$ cat src/rtl/div_seq.sv
// Multi-cycle radix-2 restoring divider (signed/unsigned, cancellable) for DIV/DIVU.
// Optional DIV_EARLY_TERM_EN: skip iterations when |divisor| > |dividend|.
module div_seq #(
   parameter int unsigned WIDTH = 32
) (
   input  logic               clk,
   input  logic               rst,
   input  logic               start_i,
   input  logic               signed_i,
   input  logic [WIDTH-1:0]   opdata1_i,
   input  logic [WIDTH-1:0]   opdata2_i,
   input  logic               annul_i,
   output logic [2*WIDTH-1:0] result_o,
   output logic               ready_o,
   output logic               busy_o
);

   localparam int unsigned CW = $clog2(WIDTH) + 1;

   typedef enum logic [1:0] {S_IDLE, S_ON, S_END, S_DZERO} state_t;

   state_t             state, state_nx;
   logic [CW-1:0]      cnt, cnt_nx;
   logic [WIDTH-1:0]   dvd, dvd_nx;
   logic [WIDTH-1:0]   dvs, dvs_nx;
   logic [WIDTH-1:0]   rem, rem_nx;
   logic               neg_q, neg_q_nx;
   logic               neg_r, neg_r_nx;
   logic [2*WIDTH-1:0] result_nx;
   logic               ready_nx;
   logic               busy_nx;

   logic [WIDTH-1:0]   mag1, mag2;
   logic [WIDTH:0]     shifted, diff;
   logic [WIDTH-1:0]   q_fix, r_fix;

   // Unsigned magnitudes; the most-negative value maps to 2^(WIDTH-1) exactly
   assign mag1 = (signed_i && opdata1_i[WIDTH-1]) ? (~opdata1_i + WIDTH'(1)) : opdata1_i;
   assign mag2 = (signed_i && opdata2_i[WIDTH-1]) ? (~opdata2_i + WIDTH'(1)) : opdata2_i;

   // One restoring step: shift {rem, dvd} and trial-subtract; diff MSB set means "restore"
   assign shifted = {rem, dvd[WIDTH-1]};
   assign diff    = shifted - {1'b0, dvs};

   assign q_fix = neg_q ? (~dvd + WIDTH'(1)) : dvd;
   assign r_fix = neg_r ? (~rem + WIDTH'(1)) : rem;

   always_ff @(posedge clk or negedge rst) begin
      if (!rst) state <= S_IDLE;
      else      state <= state_nx;
   end

   always_comb begin
      state_nx  = state;
      cnt_nx    = cnt;
      dvd_nx    = dvd;
      dvs_nx    = dvs;
      rem_nx    = rem;
      neg_q_nx  = neg_q;
      neg_r_nx  = neg_r;
      result_nx = result_o;
      ready_nx  = 1'b0;

      case (state)
         S_IDLE: begin
            if (start_i && !annul_i) begin
               neg_q_nx = signed_i & (opdata1_i[WIDTH-1] ^ opdata2_i[WIDTH-1]);
               neg_r_nx = signed_i & opdata1_i[WIDTH-1];
               cnt_nx   = '0;
               if (opdata2_i == '0) begin
                  state_nx = S_DZERO;
                  dvd_nx   = opdata1_i;
               end else begin
                  dvs_nx = mag2;
`ifdef DIV_EARLY_TERM_EN
                  if (mag2 > mag1) begin
                     state_nx = S_END;
                     dvd_nx   = '0;
                     rem_nx   = mag1;
                  end else
`endif
                  begin
                     state_nx = S_ON;
                     dvd_nx   = mag1;
                     rem_nx   = '0;
                  end
               end
            end
         end
         S_ON: begin
            rem_nx = diff[WIDTH] ? shifted[WIDTH-1:0] : diff[WIDTH-1:0];
            dvd_nx = {dvd[WIDTH-2:0], ~diff[WIDTH]};
            cnt_nx = cnt + CW'(1);
            if (cnt == CW'(WIDTH - 1)) state_nx = S_END;
         end
         S_END: begin
            state_nx  = S_IDLE;
            result_nx = {r_fix, q_fix};
            ready_nx  = 1'b1;
         end
         S_DZERO: begin
            state_nx  = S_IDLE;
            result_nx = {dvd, {WIDTH{1'b1}}};
            ready_nx  = 1'b1;
         end
         default: state_nx = S_IDLE;
      endcase

      // Flush wins over every in-flight state, including the completion cycle
      if (annul_i && state != S_IDLE) begin
         state_nx  = S_IDLE;
         result_nx = result_o;
         ready_nx  = 1'b0;
      end

      busy_nx = (state_nx != S_IDLE);
   end

   always_ff @(posedge clk or negedge rst) begin
      if (!rst) begin
         cnt      <= '0;
         dvd      <= '0;
         dvs      <= '0;
         rem      <= '0;
         neg_q    <= 1'b0;
         neg_r    <= 1'b0;
         result_o <= '0;
         ready_o  <= 1'b0;
         busy_o   <= 1'b0;
      end else begin
         cnt      <= cnt_nx;
         dvd      <= dvd_nx;
         dvs      <= dvs_nx;
         rem      <= rem_nx;
         neg_q    <= neg_q_nx;
         neg_r    <= neg_r_nx;
         result_o <= result_nx;
         ready_o  <= ready_nx;
         busy_o   <= busy_nx;
      end
   end

endmodule

$ cat config.mk
export PLATFORM = sky130hd
export DESIGN_NAME = div_seq
export DESIGN_NICKNAME = d
export VERILOG_FILES = /design/src/rtl/div_seq.sv
export SDC_FILE = /design/constraint.sdc
export NUM_CORES = 1
export LEC_CHECK = 0
export BUFFER_PORTS_ARGS = -buffer_cell sky130_fd_sc_hd__buf_4
export CORE_MARGIN = 4
export CORE_UTILIZATION = 35
export CTS_CLUSTER_SIZE = 30
export DETAILED_ROUTE_END_ITERATION = 8
export GPL_TIMING_DRIVEN = 0
export PLACE_DENSITY_LB_ADDON = 0.05
export REMOVE_ABC_BUFFERS = 1
export SLEW_MARGIN = 20
export SYNTH_ARGS = -nofsm -noshare
export SYNTH_HDL_FRONTEND = slang
export SYNTH_SLANG_ARGS = --single-unit
$ cat constraint.sdc
create_clock -name clk -period 4.7 [get_ports clk]
set_input_delay 0.94 -clock clk [delete_from_list [all_inputs] [get_ports clk]]
set_output_delay 0.94 -clock clk [all_outputs]
set_load 0.02 [all_outputs]
=== After elaboration in Yosys (flattened, before gate mapping) ===
Index checks and enable logic that the tools add are counted.

* $add $sub $neg: 6
* Equality and inequality tests: 6
* Multiplexer cells: 21
* Bitwise logic cells: 10
* Reduce and logical (&&, ||, !) cells: 17

{| class="wikitable"
|+ Operators with widths
! cell !! number
|-
| 32-bit 2-to-1 mux || 9
|-
| 32-bit by 1-bit adder with 32-bit output (second input constant) || 4
|-
| 32-bit NOT || 4
|-
| 32-bit one-hot mux with 2 select lines || 2
|-
| 64-bit one-hot mux with 2 select lines || 1
|-
| 33-bit by 32-bit subtractor with 33-bit output || 1
|-
| 32-bit zero test || 1
|-
| 6-bit one-hot mux with 2 select lines || 1
|-
| 2-bit 2-to-1 mux || 4
|-
| 2-bit nonzero test || 4
|-
| 6-bit by 1-bit adder with 6-bit output (second input constant) || 1
|-
| 6-bit by 5-bit equality test with 1-bit output (second input constant) || 1
|-
| 6-bit 2-to-1 mux || 1
|-
| 2-bit one-hot mux with 3 select lines || 1
|-
| 2-bit AND reduction || 3
|-
| 3-bit AND reduction || 2
|-
| 2-bit equality test (second input constant) || 2
|-
| 1-bit logical AND || 4
|-
| 2-bit inequality test (second input constant) || 2
|-
| 1-bit NOT || 3
|-
| 1-bit bitwise AND || 2
|-
| 2-bit by 1-bit equality test with 1-bit output (second input constant) || 1
|-
| 2-bit zero test || 1
|-
| 1-bit 2-to-1 mux || 2
|-
| other kinds (3) || 3
|}

* Register bits: 172
* Input bits: 69
* Output and inout bits: 66
* Word-level logic and storage cells: 70

=== Depth between registers and ports, before layout ===
Gate-level depths: netlist of the first run.

* Word-level depth: 6
* Depth in mapped cells: 13
* Depth with buffers taken out: 12

=== Least setup slack after synthesis of the first run ===
Ideal clock, no wire load.

* Kind: flip-flop to flip-flop
* From: reg dvd[31]
* To: reg rem[10]
* Library setup time: 132 ps
* Arrival: 3150 ps
* Required time: 4568 ps
* Path slack: 1418 ps
* Cell stages (with the launch flop): 14
* Buffers on the path: 1
* Clock period less this slack: 3282 ps
* Path through: dfrtp_1 inv_1 ha_1 fa_1 nand2b_1 a21o_1 a21o_1 o2bb2ai_1 o31a_1 o21ai_2 xor2_2 buf_4 mux2i_1 o21ai_1

* Cells in the longest elaborated chain, start to end: 3

{| class="wikitable"
|+ Ends and longest elaborated chain
! what !! RTL line !! source
|-
| start, declared || 24 || <nowiki>logic [WIDTH-1:0] dvd, dvd_nx;</nowiki>
|-
| start signal, assigned || 132 || <nowiki>dvd <= dvd_nx;</nowiki>
|-
| 33-bit by 32-bit subtractor with 33-bit output || 43 || <nowiki>assign diff = shifted - {1'b0, dvs};</nowiki>
|-
| 32-bit 2-to-1 mux || 91 || <nowiki>rem_nx = diff[WIDTH] ? shifted[WIDTH-1:0] : diff[WIDTH-1:0];</nowiki>
|-
| 32-bit one-hot mux with 2 select lines || 64 || <nowiki>case (state)</nowiki>
|-
| end signal, assigned || 134 || <nowiki>rem <= rem_nx;</nowiki>
|-
| end, declared || 26 || <nowiki>logic [WIDTH-1:0] rem, rem_nx;</nowiki>
|}

No other way between the ends.
A chain may end at the register's enable or synchronous reset.

=== Worst setup path after layout of the first run ===
* From: reg dvd[31]
* To: reg rem[15]

Same word-level chain as after synthesis.

==> results of run 1 <==
## critical path, cell delays in order, from the launching register on
cell	delay, ps
dfrtp_1	380
inv_1	190
ha_1	290
fa_1	400
nand2b_1	190
a21o_1	210
a21o_1	200
o2bb2ai_1	200
o31a_1	400
o21ai_2	340
xor2_4	450
buf_16	230
nand2_1	270
o21ai_0	280
## layer usage
metal / GRT usage [%] / vias up / share of wire [%]
met5: 0 / - / 0
met4: 4.01 / 0 / 1.1
met3: 2.65 / 19 / 3.5
met2: 27.6 / 155 / 44
met1: 26.7 / 4538 / 51
li1: - / 4927 / -
## final cells by class
class | instances | area [um^2] | share of cell area (%)
Multi-Input combinational cell | 1038 | 6580 | 49.3
Sequential cell | 172 | 4310 | 32.3
Timing Repair Buffer | 138 | 1120 | 8.36
Clock buffer | 20 | 447 | 3.35
Clock inverter | 12 | 140 | 1.05
Tap cell | 435 | 544 | 4.08
Inverter | 57 | 214 | 1.60
## worst max-delay path by stage
| stage | depth (start not counted) | slack [ps] | from | to |
|---|---|---|---|---|
| after global placement | 3 | -1810 | state[0] | rem[25] |
| after CTS | 13 | 520 | dvd[31] | rem[15] |
| after global routing | 13 | 340 | dvd[31] | rem[15] |
| final | 13 | 550 | dvd[31] | rem[15] |
| after detailed placement | 13 | 550 | dvd[31] | rem[15] |
| after floorplan | 12 | 720 | dvd[31] | rem[24] |
## sequential cells by signal, indices dropped and copies added, names as in the netlist, 2 cells and up
| signal | cells |
|---|---|
| dvd | 32 |
| dvs | 32 |
| rem | 32 |
| cnt | 6 |
| state | 2 |
| result_o | 64 |
## power groups by stage
stage	Sequential, mW	Combinational, mW	Clock (mW)
global placement	2.13	2.76	0
finish	2.10	2.84	1.43
global route	2.15	3.22	1.54
detailed placement	2.12	2.84	0
floorplan	1.99	2.14	0
CTS	2.09	2.86	1.48
## through the flow
stage / setup WS (ps) / area (um^2)
floorplan: 715 / 11000
CTS: 524 / 13300
detailed placement: 547 / 12800
global route: 338 / 13300
global placement: -1810 / 12600
finish: 553 / 13300
## cell families (layout without fill, tap and decap cells)
| logic type | after synthesis | after routing | synth area share [%] |
|---|---|---|---|
| mux | 25 | 25 | 2.20 |
| compound gates | 423 | 423 | 22.9 |
| flops | 172 | 172 | 37.9 |
| fa+ha+maj | 38 | 38 | 4.25 |
| simple gates | 406 | 406 | 16.8 |
| xor+xnor | 146 | 146 | 11.3 |
| buf+inv | 136 | 227 | 4.67 |
## cells in the mapped netlist, drive strengths merged, types with 3 or more instances
cell type	count
a32oi	5
xor2	97
clkbuf	65
o211ai	6
o21bai	5
a221oi	3
nor4	10
a21oi	109
and2	6
nand4b	3
nand3b	3
mux2i	25
nor3b	4
a31oi	5
a22oi	30
a21o	20
o41ai	17
o31ai	35
or3	11
nor3	20
inv	56
buf	14
nor2	99
nand4	6
xnor2	49
and3	5
nor2b	10
o21a	5
or4	14
ha	37
dfrtp	172
or2	11
nand2	167
nand2b	12
o21ai	158
nand3	21
a211oi	3
==> flow_summary.ini, run 1 <==
[cts]
clock_latency_ps = 430
cts.htree.levels = 4
postCtsSetupRepairBufs = 0
clk_path_buf_depth = 2
cts_root_buffer = clkbuf_16
cts_hold_buf = 0
cts_tree = yes
clock-sinks = 172
cts_resized = 0
path_clk_slew_ps = 70
numCtsBuffers = 17

[yosys]
synth_area_um2 = 11400
synthTopCellsByArea = dfrtp_1 38%, xor2_1 7.4%, nand2_1 5.5%
syn_avg_cell_area_um2 = 8.44
synth-seq-cells = 172
synthArstFlopShare_pct = 100
synth.distinct_cells = 76
ys_seq_area_share_pct = 37.9
synth_top_area_cell = dfrtp_1
ys_warn_count = 0
synth-edff-count = 0
synth_top_flop_cell = dfrtp_1
syn_inst = 1346
synth_top_area_share_pct = 37.9

[floorplanning]
ios = 135
die_area_um2 = 35400
die_y_um = 188
die_w_um = 188
coreArea_um2 = 31800
std_cell_rows = 65
start_util_pct = 35.7

[power]
power.total_mw = 6.37
power_density_nw_per_um2 = 477
power_frac_clock_pct = 22.5
ir_drop_v = 0.000283
p_int_mw = 3.74
power_leakage_nw = 5.94
switching_power_mw = 2.63
power_frac_comb_pct = 44.6
power.share.sequential_pct = 33.0
switching_share_pct = 41.3

[timing]
skew_ps = 11.2
rsz0062_at_grt = false
period_share_pct = 88.2
timing.fmax_mhz = 241
whs_ps = 470
worst_pin_slew_ps = 1050
report.final.slew_viol_count = 0
finalSetupViolCount = 0
slew_headroom_pct = 29.7
finalSetupTns_ps = 0
finalHoldViolCount = 0
layout_min_cycle_time_ps = 4150

[layout]
final_nets = 1531
final_cell_mix = 171 x dfrtp_1, 167 x nand2_1, 133 x buf_4
final_common_cell = dfrtp_1
syn2layout_area_growth_pct = 17.5
final_cells = 1872
antenna_cells = 0
drive_above_1_share_pct = 13.7
fill_cells = 3279
fin_util_pct = 42.0

[route]
vias_per_cell = 5.15
post-route-drc-count = 0
firstDrtPassIters = 5
ant_nets = 0
vias = 9639
initialDrtViolationCount = 433
wire_per_inst_um = 16.7
routed_wirelength_um = 31300

[status]
status = finished clean

[hold_path]
worstHoldStart = result_o[0]
whs_endpoint = result_o[0]
min_delay_path_depth = 2
hp-class = flip-flop to flip-flop

[global_routing]
grt_pass1_wl_um = 52200
grt_usage_pct = 17.9
grt_antenna_before_repair = 0
grt_overflow = 0
grt_max_degree = 92
grt_pass1_vias = 9442

[critical_path]
r2r-end = rem[15]
timing.rr.start = dvd[31]
crit_required_ps = 5030
r2r_slack_ps = 550
r2r_cells = 13
criticalPathCategory = flip-flop to flip-flop
crit_fanout = 18
startpoint_type = flip-flop
critPathCaptureType = flip-flop
critPathArrivalTime_ps = 4480

[placement]
dp_hpwl_um = 23500
io_buffers = 134
dp_cells = 1840
gp_congestion = 0.847

[flow_run]
max-cap-violations = 0
Note: power is estimated with default switching activity, not from simulation.
==> run 2, diff against run 1 <==
--- a/config.mk
+++ b/config.mk
@@ -11,7 +11,6 @@
 export CTS_CLUSTER_SIZE = 30
 export DETAILED_ROUTE_END_ITERATION = 8
 export GPL_TIMING_DRIVEN = 0
-export PLACE_DENSITY_LB_ADDON = 0.05
 export REMOVE_ABC_BUFFERS = 1
 export SLEW_MARGIN = 20
 export SYNTH_ARGS = -nofsm -noshare
==> flow_summary.ini, run 2 (synthesized netlist as in run 1, its figures left out) <==
[status]
status = finished clean

[timing]
finalSetupViolCount = 0
slew_headroom_pct = 28.3
period_share_pct = 86.2
report.final.slew_viol_count = 0
rsz0062_at_grt = false
worst_pin_slew_ps = 1080
timing.fmax_mhz = 247
skew_ps = 13.3
finalSetupTns_ps = 0
layout_min_cycle_time_ps = 4050
finalHoldViolCount = 0

[floorplanning]
coreArea_um2 = 31800
ios = 135
die_w_um = 188
die_y_um = 188
std_cell_rows = 65
die_area_um2 = 35400
start_util_pct = 35.7

[critical_path]
crit_required_ps = 5040
crit_family = compound AO/OA/AOI/OAI gates
critPathArrivalTime_ps = 4400
r2r_slack_ps = 650
path_cells = inv_1, ha_1, fa_1, nand2b_1, a21o_1, a21o_1, o2bb2ai_1, o31a_1, o21ai_2, xor2_4, buf_16, nand2_1, o21ai_0
criticalPathCategory = flip-flop to flip-flop
startpoint = dvd[31]
crit_top_cell = a21o_1
slowest_delay_ps = 410
critPathCaptureType = flip-flop
critical_path_buf_inv_count = 2
cp_slowest_cell = xor2_4
timing.rr.start = dvd[31]
startpoint_type = flip-flop
crit_fanout = 19

[route]
vias = 9648
wire_per_inst_um = 16.2
routed_wirelength_um = 30400
post-route-drc-count = 0
initialDrtViolationCount = 463
ant_nets = 0
vias_per_cell = 5.16
firstDrtPassIters = 5

[layout]
syn2layout_area_growth_pct = 17.2
largest-register = result_o
final_cells = 1871
final_cell_mix = 171 x dfrtp_1, 167 x nand2_1, 133 x buf_4
largest_reg_flops = 64
fin_util_pct = 41.9
fill_cells = 3218
final_common_cell = dfrtp_1
final_nets = 1530
final_area_um2 = 13300
antenna_cells = 0
drive_above_1_share_pct = 13.7

[cts]
cts_resized = 0
clock_latency_ps = 440
cts_hold_buf = 0
cts_root_buffer = clkbuf_16
path_clk_slew_ps = 70
postCtsSetupRepairBufs = 0
clock-sinks = 172
cts.htree.levels = 4
cts_tree = yes
numCtsBuffers = 17
clk_path_buf_depth = 2

[flow_run]
max-cap-violations = 0

[global_routing]
grtUsageMet1_pct = 24.3
grt_use_met3_pct = 3.06
grt_use_met2_pct = 27.0
grt_pass1_wl_um = 49800
top_usage_layer = met2
grt_usage_pct = 17.0
grt_pass1_vias = 9359
grt_overflow = 0
grt_antenna_before_repair = 0
grt_max_degree = 96

[power]
power_frac_comb_pct = 44.7
power_frac_clock_pct = 22.1
ir_drop_v = 0.000260
power.total_mw = 6.33
power_density_nw_per_um2 = 476
power.share.sequential_pct = 33.2
p_int_mw = 3.69
power_leakage_nw = 5.93
switching_power_mw = 2.64
switching_share_pct = 41.7

[hold_path]
hp-class = flip-flop to flip-flop
worstHoldStart = result_o[0]

[placement]
io_buffers = 134
placed_cell_area_um2 = 12700
dp_cells = 1839
dp_hpwl_um = 22900
gp_congestion = 0.853
-- run 2: final cells by class --
class	instances	area, um^2	share of cell area [%]
multi-input combinational	1038	6580	49.4
clock inverter	13	130	0.977
inverter	57	214	1.61
timing repair buffer	137	1100	8.23
tap	435	544	4.09
clock buffer	19	443	3.33
sequential	172	4310	32.4
-- run 2: through the flow --
step           hold WS (ps)  worst slack (ps)
2_1_floorplan           450               715
3_3_place_gp            466             -1420
3_5_place_dp            472               652
4_1_cts                 487               620
5_1_grt                 511               438
6_report                484               647
-- run 2: per-layer routing --
layer / up-vias / share of wire [%]
li1: 4900 / -
met1: 4539 / 49
met2: 181 / 45
met3: 28 / 3.9
met4: 0 / 1.4
met5: - / 0
-- run 2: worst paths after layout --
kind / to / cells after the start
max reg2reg: rem[30] / 13
max: rem[30] / 13
min in group asynchronous: dvs[4] / 1
min: result_o[0] / 2
max in group asynchronous: state[0] / 2
min reg2reg: result_o[0] / 2
-- run 2: worst min-delay path, stage by stage (launching register included) --
cell and delay, ps:
dfrtp_1 350, nand2_1 50, nand2_1 50
-- run 2: power groups by stage --
stage	sequential (mW)	combinational (mW)	clock, mW
finish	2.10	2.83	1.40
global placement	2.11	2.73	0
detailed placement	2.12	2.81	0
global route	2.15	3.17	1.49
floorplan	1.99	2.14	0
CTS	2.09	2.84	1.43
